**src/rtl/cpu_pkg.sv**
```systemverilog
// cpu_pkg: shared definitions for the simple CPU subsystem.
//   - FSM state encodings (IDLE..DONE, 3-bit)
//   - opcode constants
//   - data word width
//   - instruction field bit positions
package cpu_pkg;

  typedef enum logic [2:0] {
    S_IDLE       = 3'd0,
    S_FETCH      = 3'd1,
    S_DEC        = 3'd2,
    S_LOAD_OP    = 3'd3,
    S_LOAD_WAIT  = 3'd4,
    S_EXEC       = 3'd5,
    S_WRITE_BACK = 3'd6,
    S_DONE       = 3'd7
  } cpu_state_t;

  localparam logic OP_ADD = 1'b0;
  localparam logic OP_NOT = 1'b1;

  localparam int unsigned WORD_WIDTH = 8;

  // Instruction layout: [9:7] res, [6:4] op2, [3:1] op1, [0] opCode
  localparam int unsigned OPC_POS     = 0;
  localparam int unsigned OP1_LSB     = 1;
  localparam int unsigned OP2_LSB     = 4;
  localparam int unsigned RES_LSB     = 7;
  localparam int unsigned FIELD_WIDTH = 3;

endpackage

```
**src/rtl/cpu_ctrl.sv**
```systemverilog
// cpu_ctrl: control FSM of the simple CPU. Runs instructions 0..MEM_DEPTH-1
// once per start, six cycles each (FETCH..WRITE_BACK), then holds DONE.
// Optional trace: define CPU_TRACE_EN to print every write-back.
// Ports:
//   clk, rstn              clock, asynchronous active-low reset
//   start                  run request, honoured only in IDLE/DONE
//   done                   high while in DONE
//   instr_addr/instr_data  instruction memory read port
//   rd_addr_a/rd_data_a    data memory operand 1 read port
//   rd_addr_b/rd_data_b    data memory operand 2 read port
//   wr_en/wr_addr/wr_data  data memory write port
module cpu_ctrl
  import cpu_pkg::*;
#(
  parameter int unsigned DATA_WIDTH = 10,
  parameter int unsigned MEM_DEPTH  = 8,
  parameter int unsigned ADDR_WIDTH = 3
) (
  input  logic                  clk,
  input  logic                  rstn,
  input  logic                  start,
  output logic                  done,
  output logic [ADDR_WIDTH-1:0] instr_addr,
  input  logic [DATA_WIDTH-1:0] instr_data,
  output logic [ADDR_WIDTH-1:0] rd_addr_a,
  input  logic [WORD_WIDTH-1:0] rd_data_a,
  output logic [ADDR_WIDTH-1:0] rd_addr_b,
  input  logic [WORD_WIDTH-1:0] rd_data_b,
  output logic                  wr_en,
  output logic [ADDR_WIDTH-1:0] wr_addr,
  output logic [WORD_WIDTH-1:0] wr_data
);

  localparam logic [ADDR_WIDTH-1:0] LAST_PC = ADDR_WIDTH'(MEM_DEPTH - 1);

  cpu_state_t            state;
  logic [ADDR_WIDTH-1:0] pc;
  logic                  opCode;
  logic [ADDR_WIDTH-1:0] op1;
  logic [ADDR_WIDTH-1:0] op2;
  logic [ADDR_WIDTH-1:0] res;
  logic [WORD_WIDTH-1:0] result;
  logic [WORD_WIDTH-1:0] opa;
  logic [WORD_WIDTH-1:0] opb;

  // Memory addresses are driven straight from registers; the memories
  // register the read, so data appears one state later.
  assign instr_addr = pc;
  assign rd_addr_a  = op1;
  assign rd_addr_b  = op2;
  // Write strobe is decoded from state so an asynchronous reset during
  // WRITE_BACK removes it before the edge that would commit it.
  assign wr_en      = (state == S_WRITE_BACK);
  assign wr_addr    = res;
  assign wr_data    = result;

  always_ff @(posedge clk or negedge rstn) begin
    if (!rstn) begin
      state  <= S_IDLE;
      pc     <= '0;
      opCode <= OP_ADD;
      op1    <= '0;
      op2    <= '0;
      res    <= '0;
      result <= '0;
      opa    <= '0;
      opb    <= '0;
      done   <= 1'b0;
    end else begin
      case (state)
        S_IDLE: begin
          if (start) begin
            pc    <= '0;
            state <= S_FETCH;
          end
        end
        S_FETCH: state <= S_DEC;
        S_DEC: begin
          opCode <= instr_data[OPC_POS];
          op1    <= instr_data[OP1_LSB +: ADDR_WIDTH];
          op2    <= instr_data[OP2_LSB +: ADDR_WIDTH];
          res    <= instr_data[RES_LSB +: ADDR_WIDTH];
          state  <= S_LOAD_OP;
        end
        S_LOAD_OP: state <= S_LOAD_WAIT;
        S_LOAD_WAIT: begin
          opa   <= rd_data_a;
          opb   <= rd_data_b;
          state <= S_EXEC;
        end
        S_EXEC: begin
          result <= (opCode == OP_NOT) ? ~opa : (opa + opb);
          state  <= S_WRITE_BACK;
        end
        S_WRITE_BACK: begin
          if (pc == LAST_PC) begin
            done  <= 1'b1;
            state <= S_DONE;
          end else begin
            pc    <= pc + ADDR_WIDTH'(1);
            state <= S_FETCH;
          end
        end
        S_DONE: begin
          if (start) begin
            pc    <= '0;
            done  <= 1'b0;
            state <= S_FETCH;
          end
        end
        default: state <= S_IDLE;
      endcase
    end
  end

`ifdef CPU_TRACE_EN
  always_ff @(posedge clk) begin
    if (rstn && state == S_WRITE_BACK) begin
      $display("%0t pc=%0d %s op1=%0d op2=%0d res=%0d result=%0d",
               $time, pc, (opCode == OP_NOT) ? "NOT" : "ADD",
               op1, op2, res, result);
    end
  end
`else
`endif

endmodule

```
**src/rtl/cpu_mem.sv**
```systemverilog
// cpu_mem: parameterised memory with two synchronous read ports
// (1-cycle latency) and one synchronous write port. Contents are not
// reset, so they persist across runs and across reset.
// Ports:
//   clk                    clock
//   rd_addr_a / rd_data_a  read port A (address in, registered data out)
//   rd_addr_b / rd_data_b  read port B (address in, registered data out)
//   wr_en, wr_addr, wr_data  write port
module cpu_mem #(
  parameter int unsigned WIDTH      = 8,
  parameter int unsigned DEPTH      = 8,
  parameter int unsigned ADDR_WIDTH = 3
) (
  input  logic                  clk,
  input  logic [ADDR_WIDTH-1:0] rd_addr_a,
  output logic [WIDTH-1:0]      rd_data_a,
  input  logic [ADDR_WIDTH-1:0] rd_addr_b,
  output logic [WIDTH-1:0]      rd_data_b,
  input  logic                  wr_en,
  input  logic [ADDR_WIDTH-1:0] wr_addr,
  input  logic [WIDTH-1:0]      wr_data
);

  logic [WIDTH-1:0] mem [DEPTH];

  always_ff @(posedge clk) begin
    if (wr_en) begin
      mem[wr_addr] <= wr_data;
    end
    rd_data_a <= mem[rd_addr_a];
    rd_data_b <= mem[rd_addr_b];
  end

endmodule

```
**src/rtl/simple_cpu_top.sv**
```systemverilog
// simple_cpu_top: two-opcode memory-to-memory CPU subsystem. Control FSM
// plus an instruction memory and a 2R1W data memory. Instance names
// uut_cpu, uut_instr_mem and uut_data_mem are relied upon hierarchically.
// Optional trace: define CPU_TRACE_EN (handled inside uut_cpu).
// Ports:
//   clk    clock
//   rstn   asynchronous active-low reset
//   start  begins a run when the CPU is idle or done
//   done   high while the program has completed
module simple_cpu_top
  import cpu_pkg::*;
#(
  parameter int unsigned DATA_WIDTH = 10,
  parameter int unsigned MEM_DEPTH  = 8,
  parameter int unsigned ADDR_WIDTH = 3
) (
  input  logic clk,
  input  logic rstn,
  input  logic start,
  output logic done
);

  logic [ADDR_WIDTH-1:0] instr_addr;
  logic [DATA_WIDTH-1:0] instr_data;
  logic [DATA_WIDTH-1:0] instr_port_b_unused;
  logic [ADDR_WIDTH-1:0] rd_addr_a;
  logic [ADDR_WIDTH-1:0] rd_addr_b;
  logic [WORD_WIDTH-1:0] rd_data_a;
  logic [WORD_WIDTH-1:0] rd_data_b;
  logic                  wr_en;
  logic [ADDR_WIDTH-1:0] wr_addr;
  logic [WORD_WIDTH-1:0] wr_data;

  cpu_ctrl #(
    .DATA_WIDTH (DATA_WIDTH),
    .MEM_DEPTH  (MEM_DEPTH),
    .ADDR_WIDTH (ADDR_WIDTH)
  ) uut_cpu (
    .clk        (clk),
    .rstn       (rstn),
    .start      (start),
    .done       (done),
    .instr_addr (instr_addr),
    .instr_data (instr_data),
    .rd_addr_a  (rd_addr_a),
    .rd_data_a  (rd_data_a),
    .rd_addr_b  (rd_addr_b),
    .rd_data_b  (rd_data_b),
    .wr_en      (wr_en),
    .wr_addr    (wr_addr),
    .wr_data    (wr_data)
  );

  // Instruction memory is read-only at run time; port B and the write
  // port are tied off.
  cpu_mem #(
    .WIDTH      (DATA_WIDTH),
    .DEPTH      (MEM_DEPTH),
    .ADDR_WIDTH (ADDR_WIDTH)
  ) uut_instr_mem (
    .clk       (clk),
    .rd_addr_a (instr_addr),
    .rd_data_a (instr_data),
    .rd_addr_b ('0),
    .rd_data_b (instr_port_b_unused),
    .wr_en     (1'b0),
    .wr_addr   ('0),
    .wr_data   ('0)
  );

  cpu_mem #(
    .WIDTH      (WORD_WIDTH),
    .DEPTH      (MEM_DEPTH),
    .ADDR_WIDTH (ADDR_WIDTH)
  ) uut_data_mem (
    .clk       (clk),
    .rd_addr_a (rd_addr_a),
    .rd_data_a (rd_data_a),
    .rd_addr_b (rd_addr_b),
    .rd_data_b (rd_data_b),
    .wr_en     (wr_en),
    .wr_addr   (wr_addr),
    .wr_data   (wr_data)
  );

endmodule

```
**config.mk**
```make
export PLATFORM = sky130hd
export DESIGN_NAME = simple_cpu_top
export DESIGN_NICKNAME = d
export VERILOG_FILES = /design/src/rtl/cpu_pkg.sv /design/src/rtl/cpu_ctrl.sv /design/src/rtl/cpu_mem.sv /design/src/rtl/simple_cpu_top.sv
export SDC_FILE = /design/constraint.sdc
export NUM_CORES = 1
export LEC_CHECK = 0
export ABC_AREA = 1
export BUFFER_PORTS_ARGS = -buffer_cell sky130_fd_sc_hd__buf_2
export CAP_MARGIN = 20
export CORE_AREA = 2 2 39 41
export DETAILED_ROUTE_END_ITERATION = 10
export DIE_AREA = 0 0 41 43
export GPL_TIMING_DRIVEN = 1
export PLACE_DENSITY_LB_ADDON = 0.3
export SLEW_MARGIN = 10
export SYNTH_ARGS = -nofsm -noshare
export SYNTH_HDL_FRONTEND = slang
export SYNTH_SLANG_ARGS = --single-unit
```
**constraint.sdc**
```tcl
create_clock -name clk -period 1.67 [get_ports clk]
set_clock_uncertainty 0.05 [all_clocks]
set_input_delay 0 -clock clk [delete_from_list [all_inputs] [get_ports clk]]
set_output_delay 0 -clock clk [all_outputs]
set_load 0.02 [all_outputs]
```
Word level (Yosys, flattened, before mapping)

Index checks and enable logic that the tools add are counted.

Flip-flop bits (word level): 7
Input bits: 3
Output and inout bits: 1
Word-level logic and storage cells: 31

$add $sub $neg: 1
Equality and inequality tests: 12
Muxes and demuxes: 9
Reductions and logical operators: 6

Operator list:

| cell                                                            | number |
|---|---|
| 3-bit one-hot mux with 7 select lines                           | 1 |
| 3-bit == test, second input constant                            | 5 |
| 3-bit two-way mux                                               | 4 |
| 3-bit by 2-bit == test with 1-bit output, second input constant | 2 |
| 2-bit != test, second input constant                            | 3 |
| 3-bit one-hot mux with 2 select lines                           | 1 |
| 3-bit AND reduction                                             | 2 |
| 2-bit nonzero test                                              | 2 |
| 3-bit by 1-bit adder with 3-bit output, second input constant   | 1 |
| 3-bit by 1-bit == test with 1-bit output, second input constant | 1 |
| 3-bit logical NOT                                               | 1 |
| 1-bit two-way mux                                               | 2 |
| 2-bit by 1-bit != test with 1-bit output, second input constant | 1 |
| 1-bit one-hot mux with 2 select lines                           | 1 |
| 2-bit OR reduction                                              | 1 |

Logic depth before layout (Yosys ltp)

Word-level depth: 4
Mapped depth: 8
Gate-level depth less buffers: 8

Cells and area by module

A second synthesis with hierarchy kept.

Cells, all modules: 1239
Area, all modules: 10735.3 um^2

By module, submodules not included:

| module                  | times used | cells each | area an instance (um^2) | seq. area each (um^2) |
|---|---|---|---|---|
| cpu_mem (uut_instr_mem) | 1          | 571        | 4770.8                  | 2802.7 |
| cpu_mem (uut_data_mem)  | 1          | 461        | 3873.7                  | 2242.2 |
| cpu_ctrl                | 1          | 206        | 2087.0                  | 1026.0 |
| simple_cpu_top          | 1          | 1          | 3.8                     | 0.0 |

Worst setup path before layout

No wires, ideal clock.

Path kind: register -> register
From: register uut_cpu.pc[0], in the netlist uut_cpu.instr_addr[0]
To: register uut_cpu.pc[0], in the netlist uut_cpu.instr_addr[0]
Setup time: 0.118 ns
Arrival: 1.116 ns
Required time: 1.502 ns
Slack: 0.386 ns
Cell stages (with the launch flop): 9
Path buffers: 0
Period minus slack after synthesis: 1.284 ns
Cells stage by stage: dfrtp_1 > ha_1 > ha_1 > nand2_1 > nor2_1 > inv_2 > nand3_2 > nand2_1 > nand2_1

Cells in the longest elaborated chain, start to end: 3
Elaborated cells on any way between the ends: 6
Those cells by class: 1 x add/sub; 2 x eq/ne; 2 x mux; 1 x reduce/logical

Ends and longest elaborated chain:

| element                                                                      | line                            | RTL |
|---|---|---|
| from (decl)                                                                  | cpu_ctrl.sv:37                  | `logic [ADDR_WIDTH-1:0] pc;` |
| from (signal assigned)                                                       | cpu_ctrl.sv:100                 | `pc <= pc + ADDR_WIDTH'(1);` |
| 3-bit by 1-bit adder with 3-bit output or 3-bit == test (tied branches)      | cpu_ctrl.sv:100, cpu_ctrl.sv:96 |  |
| 3-bit two-way mux or 2-bit != test (tied branches)                           | -                               |  |
| 3-bit one-hot mux with 2 select lines or 3-bit AND reduction (tied branches) | -                               |  |

Parallel ways exist; a longest one is shown, timed or not. The select of a mux whose other input is x is not followed.
A chain may end at the register's enable or synchronous reset.

Final worst setup path

Same ends and word-level chain as after synthesis.

==> impl_metrics.env <==
export IMPL_final_cell_mix="nand2_1, nor2_1, inv_1, dfrtp_1"
export IMPL_core_area_um2=1380
export IMPL_routedWlPerCell_um=10.0
export IMPL_tightest_slew_ns=0.223
export IMPL_max_freq_mhz=710
export IMPL_start_util_pct=28.4
export IMPL_slowest_stage="dfrtp_1"
export IMPL_drive_gt1_share_pct=16.7
export IMPL_syn_nets=56
export IMPL_cts_resized=0
export IMPL_period_share_pct=84.3
export IMPL_tns_ns=0
export IMPL_worstSetupStartpoint="uut_cpu.instr_addr[0]"
export IMPL_worst_path_largest_cell_delay_ns=0.40
export IMPL_overflow=0
export IMPL_vdd_drop_max_uv=647
export IMPL_rr_worst_depth=8
export IMPL_totalWireLength_um=760
export IMPL_place_gp_congestion=0.808
export IMPL_critPathKind="flip-flop to flip-flop"
export IMPL_reg2reg_from="uut_cpu.instr_addr[0]"
export IMPL_ant_nets=0
export IMPL_endpoint_kind="flip-flop"
export IMPL_viasPerCell=4.68
export IMPL_die_h_um=43
export IMPL_yosysWarningCount=0
export IMPL_post_cts_buffers=0
export IMPL_clockBufferDepth=2
export IMPL_p_comb_share_pct=45.2
export IMPL_clkTransAtPathRegs_ns=0.05
export IMPL_synth_cell_types=13
export IMPL_cts_sinks=7
export IMPL_fin_ws_ns=0.262
export IMPL_std_cell_rows=14
export IMPL_p_leak_nw=0.260
export IMPL_ctsRootBufferMaster="clkbuf_4"
export IMPL_drtPass1Iterations=4
export IMPL_hold_class="primary input to asynchronous set/reset pin"
export IMPL_cpMostUsedCell="nand2_1"
export IMPL_p_int_mw=0.498
export IMPL_die_area_um2=1760
export IMPL_drv_cap=0
export IMPL_p_clk_share_pct=16.9
export IMPL_power_density_nw_per_um2=1890
export IMPL_rsz0062_at_grt="no"
export IMPL_path_cells="ha_1, ha_1, nand2_1, nor2_1, inv_2, nand3_2, nand2_1, nand2_1"
export IMPL_grt_pass1_wl_mm=1.24
export IMPL_p_sw_share_pct=44.4
export IMPL_vias=356
export IMPL_clk_latency_ns=0.25
export IMPL_slew_headroom_pct=85.2
export IMPL_cts_hold_buf=2
export IMPL_hold_worst_slack_ns=0.0590
export IMPL_drv_slew=0
export IMPL_fin_nets=66
export IMPL_cts_tree="yes"
export IMPL_final_common_cell="nand2_1"
export IMPL_track_usage_pct=11.2
export IMPL_htree_levels=1
export IMPL_start_kind="flip-flop"
export IMPL_area_delta_synth_final_pct=20.7
export IMPL_diodes=0
export IMPL_pin_count=4
export IMPL_period_minus_slack_ns=1.41
export IMPL_required_ns=1.75
export IMPL_cts_buffers=3
export IMPL_crit_arrival_ns=1.49
export IMPL_drt_iter0_drc=7
export IMPL_syn_avg_cell_area_um2=7.70
export IMPL_outcome="complete, no violations"
export IMPL_critPathMaxFanout=5
export IMPL_die_w_um=41
export IMPL_grt_pass1_vias=298
export IMPL_hold_viol=0
export IMPL_synthCells=51
export IMPL_path_buf_inv=1
export IMPL_power_frac_seq_pct=37.8
export IMPL_synth_top_area_share_pct=44.6
export IMPL_port_buffers=3
export IMPL_yosysTopAreaCell="dfrtp_1"
export IMPL_ys_seq_area_share_pct=44.6
export IMPL_dp_hpwl_um=585
export IMPL_crit_cells=8
export IMPL_pre_cts_slack_ns=0.280
export IMPL_power_switching_mw=0.398
export IMPL_ys_seq_elements=7
export IMPL_fillers=143
export IMPL_synth_top_cells_by_area="dfrtp_1, nand2_1, nor2_1"
export IMPL_syn_area_um2=393
export IMPL_finalSetupViolCount=0
export IMPL_drc_errors=0
export IMPL_antenna_found_initial=0
export IMPL_cpLargestDelayFamily="flip-flops"
export IMPL_grt_max_degree=8
==> cell families (layout without fill, tap and decap cells) <==
family          Yosys count  in the layout  synth area share, %
buf+inv                   8             17                 7.64
flops                     7              7                 44.6
compound gates            6              6                 8.60
fa+ha+maj                 2              2                 6.37
simple gates             28             28                 32.8
==> cell usage after synthesis (all sizes together) <==
master and number:
a21oi 1, a31oi 3, dfrtp 7, ha 2, inv 8, nand2 14
nand3 3, nand4 3, nor2 8, o21ai 2
==> through the flow <==
stage | power (mW) | cells | area, um2 | utilization (%)
floorplan | 0.648 | 51 | 393 | -
global placement | 0.743 | 70 | 428 | 30.9
detailed placement | 0.744 | 70 | 428 | 30.9
CTS | 0.907 | 76 | 474 | 34.3
global route | 1.00 | 76 | 474 | 34.3
finish | 0.896 | 76 | 474 | 34.3
==> area by class of cell <==
cell class / count / area [um2] / area share, %
clock buffers: 4 / 26.3 / 5.54
inverters: 8 / 30.0 / 6.33
multi-input cells: 36 / 188 / 39.6
flip-flops and latches: 7 / 175 / 36.9
well taps: 16 / 20.0 / 4.22
repair buffers: 5 / 35.0 / 7.39
==> worst paths after layout <==
path,endpoint,slack (ns)
max in group asynchronous,uut_cpu.instr_addr[1],1.35
min in group clk,uut_cpu.instr_addr[1],0.44
setup / recovery,uut_cpu.instr_addr[0],0.26
hold / removal,uut_cpu.done,0.06
setup reg to reg,uut_cpu.instr_addr[0],0.26
hold reg to reg,uut_cpu.instr_addr[1],0.44
==> registers in the layout, summed over array words and instances (netlist names) <==
signal,count
uut_cpu.instr_addr,3
uut_cpu.done,1
uut_cpu.state,3
==> power by group through the flow <==
stage / Combinational, mW / Clock (mW) / Sequential, mW
2_1_floorplan: 0.319 / 0 / 0.329
3_3_place_gp: 0.402 / 0 / 0.341
3_5_place_dp: 0.404 / 0 / 0.340
4_1_cts: 0.411 / 0.158 / 0.338
5_1_grt: 0.477 / 0.171 / 0.353
6_report: 0.405 / 0.152 / 0.339
==> worst reg2reg max path: cells and delay by family (launching register included) <==
family | cells | cell delay [ns]
and+or+nand+nor | 5 | 0.38
adders and majority gates | 2 | 0.37
DFF | 1 | 0.40
buffers and inverters | 1 | 0.09
==> layer usage <==
metal | global-route usage, % | vias up | wire length [um] | part of all wire (%)
li1 | - | 184 | - | -
met1 | 13.2 | 160 | 350 | 46
met2 | 15.6 | 10 | 347 | 46
met3 | 9.42 | 2 | 56 | 7.4
met4 | 2.00 | 0 | 5 | 0.66
met5 | 0 | - | 0 | 0
No activity file was read; power rests on OpenSTA's default activity.
